==> config.mk <==
export PLATFORM = sky130hd
export DESIGN_NAME = mux2_rr_arbiter
export DESIGN_NICKNAME = d
export VERILOG_FILES = /design/src/rtl/mux2_arb_pkg.sv /design/src/rtl/mux2_rr_arbiter_datapath.sv /design/src/rtl/mux2x1.sv /design/src/rtl/mux2_rr_arbiter.sv
export SDC_FILE = /design/constraint.sdc
export NUM_CORES = 1
export LEC_CHECK = 0
export ABC_AREA = 1
export BUFFER_PORTS_ARGS = -buffer_cell sky130_fd_sc_hd__buf_2
export CAP_MARGIN = 30
export CORE_AREA = 2 2 39 41
export CTS_CLUSTER_SIZE = 24
export DETAILED_ROUTE_END_ITERATION = 16
export DIE_AREA = 0 0 41 43
export PLACE_DENSITY = 0.88
export SLEW_MARGIN = 5
export SYNTH_ARGS = -nofsm -noshare
export SYNTH_HDL_FRONTEND = slang
export SYNTH_SLANG_ARGS = --single-unit
==> constraint.sdc <==
create_clock -name clk -period 3.74 [get_ports clk]
set_input_delay 0.561 -clock clk [delete_from_list [all_inputs] [get_ports clk]]
set_output_delay 0.561 -clock clk [all_outputs]
set_load 0.005 [all_outputs]
==> src/rtl/mux2_arb_pkg.sv <==
`default_nettype none
// ---------------------------------------------------------------------------
// mux2_arb_pkg : state encoding and select constants for mux2_rr_arbiter
// Revision 1.0
// ---------------------------------------------------------------------------
package mux2_arb_pkg;

  typedef enum logic [1:0] {
    IDLE    = 2'b00,
    GRANT_A = 2'b01,
    GRANT_B = 2'b10
  } arb_state_t;

  localparam logic SEL_A = 1'b0;
  localparam logic SEL_B = 1'b1;

endpackage
`default_nettype wire

==> src/rtl/mux2_rr_arbiter_datapath.sv <==
`default_nettype none
// ---------------------------------------------------------------------------
// mux2_rr_arbiter_datapath : bitwise mux2x1 output path, zeroed while no grant
// Revision 1.0
// ---------------------------------------------------------------------------
module mux2_rr_arbiter_datapath #(
  parameter int W = 8
) (
  input  logic         a_valid,
  input  logic         a_last,
  input  logic [W-1:0] a_data,
  input  logic         b_valid,
  input  logic         b_last,
  input  logic [W-1:0] b_data,
  input  logic         sel,
  input  logic         en,
  output logic         y_valid,
  output logic         y_last,
  output logic [W-1:0] y_data
);

  logic         mux_valid;
  logic         mux_last;
  logic [W-1:0] mux_data;

  generate
    for (genvar i = 0; i < W; i++) begin : g_data
      mux2x1 u_mux_data (
        .d0  (a_data[i]),
        .d1  (b_data[i]),
        .sel (sel),
        .y   (mux_data[i])
      );
    end
  endgenerate

  mux2x1 u_mux_valid (
    .d0  (a_valid),
    .d1  (b_valid),
    .sel (sel),
    .y   (mux_valid)
  );

  mux2x1 u_mux_last (
    .d0  (a_last),
    .d1  (b_last),
    .sel (sel),
    .y   (mux_last)
  );

  // s keeps its value in IDLE, so the mux alone would still leak a requester.
  assign y_valid = en & mux_valid;
  assign y_last  = en & mux_last;
  assign y_data  = en ? mux_data : '0;

endmodule
`default_nettype wire

==> src/rtl/mux2x1.sv <==
`default_nettype none
// ---------------------------------------------------------------------------
// mux2x1 : single-bit 2:1 multiplexer cell (sel=0 -> d0, sel=1 -> d1)
// Revision 1.0
// ---------------------------------------------------------------------------
module mux2x1 (
  input  logic d0,
  input  logic d1,
  input  logic sel,
  output logic y
);

  assign y = sel ? d1 : d0;

endmodule
`default_nettype wire

==> src/rtl/mux2_rr_arbiter.sv <==
`default_nettype none
// ---------------------------------------------------------------------------
// mux2_rr_arbiter : packet-level round-robin arbiter for two requesters
// Optional idle-grant timeout enabled by MUX2_RR_ARBITER_TIMEOUT_EN.
// Revision 1.0
// ---------------------------------------------------------------------------
module mux2_rr_arbiter
  import mux2_arb_pkg::*;
#(
  parameter int W       = 8,
  parameter int TIMEOUT = 16
) (
  input  logic         clk,
  input  logic         rst,
  input  logic         a_valid,
  input  logic         a_last,
  input  logic [W-1:0] a_data,
  output logic         a_ready,
  input  logic         b_valid,
  input  logic         b_last,
  input  logic [W-1:0] b_data,
  output logic         b_ready,
  output logic         y_valid,
  output logic         y_last,
  output logic [W-1:0] y_data,
  input  logic         y_ready,
  output logic         s,
  output logic         busy,
  output logic         timeout
);

  arb_state_t state;
  arb_state_t state_nxt;
  logic       s_nxt;
  logic       last_served;
  logic       last_served_nxt;
  logic       xfer;
  logic       release_grant;
  logic       timeout_hit;

  mux2_rr_arbiter_datapath #(
    .W (W)
  ) u_datapath (
    .a_valid (a_valid),
    .a_last  (a_last),
    .a_data  (a_data),
    .b_valid (b_valid),
    .b_last  (b_last),
    .b_data  (b_data),
    .sel     (s),
    .en      (busy),
    .y_valid (y_valid),
    .y_last  (y_last),
    .y_data  (y_data)
  );

  assign busy          = (state == GRANT_A) || (state == GRANT_B);
  assign a_ready       = (state == GRANT_A) && y_ready;
  assign b_ready       = (state == GRANT_B) && y_ready;
  assign xfer          = y_valid && y_ready;
  assign release_grant = (xfer && y_last) || timeout_hit;

  always_ff @(posedge clk or posedge rst) begin
    if (rst) begin
      state       <= IDLE;
      s           <= SEL_A;
      last_served <= SEL_B;
    end else begin
      state       <= state_nxt;
      s           <= s_nxt;
      last_served <= last_served_nxt;
    end
  end

  always_comb begin
    state_nxt       = state;
    s_nxt           = s;
    last_served_nxt = last_served;
    case (state)
      IDLE: begin
        if (a_valid && (!b_valid || (last_served == SEL_B))) begin
          state_nxt = GRANT_A;
          s_nxt     = SEL_A;
        end else if (b_valid) begin
          state_nxt = GRANT_B;
          s_nxt     = SEL_B;
        end
      end
      GRANT_A: begin
        if (release_grant) begin
          last_served_nxt = SEL_A;
          if (b_valid) begin
            state_nxt = GRANT_B;
            s_nxt     = SEL_B;
          end else begin
            state_nxt = IDLE;
          end
        end
      end
      GRANT_B: begin
        if (release_grant) begin
          last_served_nxt = SEL_B;
          if (a_valid) begin
            state_nxt = GRANT_A;
            s_nxt     = SEL_A;
          end else begin
            state_nxt = IDLE;
          end
        end
      end
      default: begin
        state_nxt = IDLE;
      end
    endcase
  end

`ifdef MUX2_RR_ARBITER_TIMEOUT_EN
  localparam int CW = $clog2(TIMEOUT + 1);

  logic [CW-1:0] idle_cnt;
  logic [CW-1:0] idle_cnt_nxt;

  // While granted, y_valid equals the granted requester's valid.
  assign timeout_hit = busy && (idle_cnt == CW'(TIMEOUT));

  always_comb begin
    idle_cnt_nxt = idle_cnt;
    if (!busy || xfer || (state_nxt != state)) begin
      idle_cnt_nxt = '0;
    end else if (!y_valid) begin
      idle_cnt_nxt = idle_cnt + CW'(1);
    end
  end

  always_ff @(posedge clk or posedge rst) begin
    if (rst) begin
      idle_cnt <= '0;
    end else begin
      idle_cnt <= idle_cnt_nxt;
    end
  end
`else
  logic unused_timeout_cfg;
  assign unused_timeout_cfg = (TIMEOUT != 0);
  assign timeout_hit        = 1'b0;
`endif

  assign timeout = timeout_hit;

endmodule
`default_nettype wire

Yosys cells after proc, flatten, opt, wreduce, memory -nomap -nowiden --
Cells that the tools add are included.
Operators by class: eq/ne operators 6, mux-type cells 27, bitwise gates (word level) 2, reduce and logical (&&, ||, !) cells 14
Operators with widths (number):
- $mux 1 | 18
- $mux 2 | 5
- $mux 8 | 1
- $ne 2x2->1 const B | 3
- $pmux 2 s3 | 1
- $reduce_and 3->1 | 2
- $logic_and 1x1->1 | 5
- $reduce_and 4->1 | 1
- $ne 3x3->1 const B | 1
- $pmux 1 s3 | 1
- $reduce_bool 3->1 | 1
- $and 1x1->1 | 2
- $eq 2x1->1 const B | 1
- $eq 2x2->1 const B | 1
- $logic_not 2->1 | 1
- $logic_or 1x1->1 | 2
- $pmux 1 s2 | 1
- $reduce_bool 2->1 | 1
- $logic_not 1->1 | 1
Word-level totals: register bits after elaboration 4, input port bits 23, output and inout bits 15, word-level logic and storage cells 52

Logic depth before layout (Yosys ltp) --
depth after elaboration 7, depth in mapped cells 9, gate-level depth less buffers 9

Modules after synthesis --
A second synthesis with hierarchy kept.
Unflattened totals: cells, all modules 116, area total of the unflattened synthesis 613.1 um2
By module, submodules not included:
- mux2_rr_arbiter | instances 1, cells an instance 55, area each 376.6 um2, sequential area each 101.3 um2
- mux2x1 | instances 10, cells an instance 4, area each 15.0 um2, sequential area each 0.0 um2
- mux2_rr_arbiter_datapath | instances 1, cells an instance 21, area each 86.3 um2, sequential area each 0.0 um2

Least setup slack after synthesis --
Ideal clock, no wire load.
kind register to output, start reg state[0], end out y_data[0], arrival time 1147 ps, data required time 3179 ps, path slack 2032 ps, cell stages (with the launch flop) 6, path buffers 1, cell sequence dfrtp_1 -> inv_1 -> ha_1 -> buf_2 -> o21ai_0 -> nor2_1
On the way: cells in the longest elaborated chain, start to end 3, elaborated cells on any way between the ends 4
RTL lines:
- start, declared | line mux2_rr_arbiter.sv:32 | arb_state_t state;
- start signal, assigned | line mux2_rr_arbiter.sv:69 | state <= state_nxt;
- $eq 2x1->1 / $eq 2x2->1 (equally long branches) | line mux2_rr_arbiter.sv:57 | assign busy = (state == GRANT_A) || (state == GRANT_B);
- $logic_or 1x1->1 (*) | line mux2_rr_arbiter.sv:57
- named net busy | line mux2_rr_arbiter.sv:28 | output logic busy,
- $mux 8 (*) | line mux2_rr_arbiter_datapath.sv:54 | assign y_data = en ? mux_data : '0;
- end, declared | line mux2_rr_arbiter.sv:25 | output logic [W-1:0] y_data,
Mark *: on every way through the listed nets, which the timed path passes. The rest lies on a longest branch.

Worst setup path in the final report --
start reg state[0], end out y_valid
On the way: cells in the longest elaborated chain, start to end 3, elaborated cells on any way between the ends 4
RTL lines:
- $eq 2x1->1 / $eq 2x2->1 (equally long branches) | line mux2_rr_arbiter.sv:57
- $logic_or 1x1->1 (*) | line mux2_rr_arbiter.sv:57
- $and 1x1->1 (*) | line mux2_rr_arbiter_datapath.sv:52 | assign y_valid = en & mux_valid;
- end, declared | line mux2_rr_arbiter.sv:23 | output logic y_valid,
Every way passes the cells marked *; elsewhere a longest branch is shown, timed or not.

==> results.py <==
metrics = {
    "status": {
        "status": "complete, no violations",
    },
    "yosys": {
        "synth-compound-area-share_pct": 13.69,
        "synth-simple-area-share_pct": 44.74,
        "synthAdderAreaFrac_pct": 9.780,
        "syn-cell-area_um2": 511.7,
        "synth_xor_area_share_pct": 0,
        "synth_cell_type_count": 18,
        "synth_warnings": 0,
        "synth_cells": 89,
        "ys_seq_area_share_pct": 19.80,
        "synth_top_family_by_area": "simple AND/OR/NAND/NOR gates",
        "avgSynthCellArea_um2": 5.750,
        "synthMuxAreaShare_pct": 0,
        "syn_nets": 116,
        "ys_ff_latch": 4,
    },
    "place": {
        "preCtsSetupSlack_ns": 1.818,
        "io_buffers": 36,
        "placed_area_um2": 691.9,
        "dp_cells": 138,
        "post-dp-hpwl_um": 995.7,
        "gp_congestion": 0.8396,
    },
    "route": {
        "detail-route-antenna-nets": 0,
        "drc": 0,
        "dr.pass1.iters": 5,
        "num_vias": 659,
        "avgViaCountPerCell": 4.641,
        "wl_mm": 1.212,
        "wl_per_cell_um": 8.535,
        "drt_iter0_markers": 5,
    },
    "global_route": {
        "grt-busiest-layer": "met2",
        "grt_pass1_vias": 438,
        "grtUsageMet2_pct": 20.94,
        "grt.met3_usage_pct": 5.759,
        "grtUsageMet1_pct": 14.61,
        "grt_max_degree": 15,
        "grt_usage_pct": 13.60,
        "overflow": 0,
        "grt_pass1_wl_mm": 1.600,
        "antenna_found_initial": 0,
    },
    "layout": {
        "final-instance-count-excl-fill": 142,
        "nets": 154,
        "drive_above_1_share_pct": 36.51,
        "multi_input_area_um2": 352.8,
        "fillers": 136,
        "utilization_pct": 51.90,
        "antenna_cells": 0,
        "finalInstanceArea_um2": 718.2,
        "syn2layout_area_growth_pct": 40.34,
        "seqCellArea_um2": 101.3,
    },
    "sta": {
        "fin_crit_sh_pct": 58.13,
        "finalSetupTns_ns": 0,
        "fin_worst_skew_ns": 0.004259,
        "rsz0062_at_grt": "false",
        "period_needed_ns": 2.174,
        "hold_viol": 0,
        "slew_violations": 0,
        "clock.fmax_mhz": 460.0,
        "worst_slack_ns": 1.566,
        "whs_ns": 0.1941,
        "setup_viol": 0,
    },
    "critical_path": {
        "crit_path_start_kind": "flip-flop",
        "slowest_delay_ns": 0.52,
        "cp.required_ns": 3.18,
        "critical_path.cell_chain": "inv_1 -> ha_1 -> inv_1 -> a21oi_1 -> buf_2",
        "cp.arrival_ns": 1.61,
        "slowest_stage": "ha_1",
        "reg2reg_depth": 9,
        "worst_path_dominant_cell_family": "adder cells",
        "cp-end-kind": "primary output",
        "crit_top_cell": "inv_1",
        "cp.depth": 5,
        "crit_buf_inv": 3,
        "critPathMaxFanout": 14,
        "setup.worst_path.class": "reg2out",
    },
    "pwr": {
        "sw_frac_of_total_pct": 49.79,
        "power_density_nw_per_um2": 742.1,
        "seqPwrFrac_pct": 17.1,
        "p_total_mw": 0.5330,
        "power_frac_comb_pct": 71.9,
        "vdd_drop_max_mv": 0.3725,
        "power.leakage_nw": 0.4552,
        "p_int_mw": 0.2676,
        "netSwitchingPower_mw": 0.2654,
        "pwr-share-clk_pct": 11.0,
    },
    "clocking": {
        "hold_buffers": 0,
        "cts_resized": 0,
        "cts_htree_levels": 1,
        "clock_sinks": 4,
        "clkTransAtPathRegs_ns": 0.04,
        "clockRootBuffer": "clkbuf_4",
        "clk_latency_ns": 0.23,
        "numCtsBuffers": 3,
        "post_cts_buffers": 0,
        "clockBufferDepth": 2,
        "cts_tree": "done",
    },
    "floorplanning": {
        "die-area_um2": 1763,
        "die_y_um": 43,
        "core_area_um2": 1384,
        "die_w_um": 41,
        "io_pins": 38,
        "num_rows": 14,
        "initial_core_util_pct": 36.98,
    },
    "hold_path": {
        "min_path_type": "in2async",
    },
    "flow_run": {
        "drv_cap": 0,
    },
}
==> sequential cells by signal, indices dropped and copies added (netlist names) <==
signal,cells
last_served,1
state,2
s,1
==> per-layer routing <==
metal | wire (um) | part of all wire, % | up-vias
met5 | 0 | 0 | -
li1 | - | - | 351
met3 | 183 | 15 | 0
met2 | 507 | 42 | 38
met4 | 0 | 0 | 0
met1 | 521 | 43 | 270
==> synth_stat cells <==
cell type / instances / share of area [%]
a21oi_1: 5 / 4.9
buf_2: 1 / 0.98
buf_4: 2 / 2.9
clkinv_1: 1 / 0.73
conb_1: 1 / 0.73
dfrtp_1: 3 / 15
dfstp_2: 1 / 5.1
ha_1: 4 / 9.8
inv_1: 8 / 5.9
inv_2: 1 / 0.73
nand2_1: 23 / 17
nand2_2: 2 / 2.4
nand2_4: 1 / 2.2
nand3_1: 5 / 4.9
nand4_2: 1 / 2.4
nor2_1: 20 / 15
o21ai_0: 9 / 8.8
or2_2: 1 / 1.2
==> layout by cell type, fill, tap and decap left out <==
| master | instances |
|---|---|
| buf_2 | 36 |
| nand2_1 | 23 |
| nor2_1 | 20 |
| o21ai_0 | 9 |
| inv_1 | 8 |
| nand3_1 | 5 |
| a21oi_1 | 5 |
| ha_1 | 4 |
| clkbuf_4 | 3 |
| dfrtp_1 | 3 |
| nand2_2 | 2 |
| inv_2 | 1 |
| nand4_2 | 1 |
| or2_2 | 1 |
| nand2_4 | 1 |
| clkinv_1 | 1 |
| conb_1 | 1 |
| clkbuf_1 | 1 |
| dfstp_2 | 1 |
==> worst paths after layout <==
check | startpoint | endpoint | slack (ns)
max | state[0] | y_valid | 1.57
min | rst | state[1] | 0.19
max reg2reg | state[0] | s | 2.06
min reg2reg | last_served | last_served | 0.46
max in group asynchronous | rst | last_served | 3.32
min in group clk | last_served | last_served | 0.46
==> power by group through the flow <==
stage | registers, mW | clock network, mW | logic, mW
6_report | 0.0913 | 0.0584 | 0.383
5_1_grt | 0.0955 | 0.0660 | 0.444
4_1_cts | 0.0913 | 0.0607 | 0.387
3_5_place_dp | 0.0919 | 0 | 0.386
3_3_place_gp | 0.0905 | 0 | 0.380
2_1_floorplan | 0.0810 | 0 | 0.276
==> logic make-up (layout without fill, tap and decap cells) <==
kind of cell	Yosys count	after routing
buf+inv	13	50
flops	4	4
simple gates	53	53
other cells	1	1
fa+ha+maj	4	4
compound gates	14	14
==> final cells by class <==
cell class / instances / share of cell area (%)
Inverter: 10 / 5.226
Clock buffer: 4 / 3.659
Sequential cell: 4 / 14.11
Timing Repair Buffer: 36 / 25.09
Tap cell: 16 / 2.787
Multi-Input combinational cell: 72 / 49.13
Power figures use the tool's default switching activity.
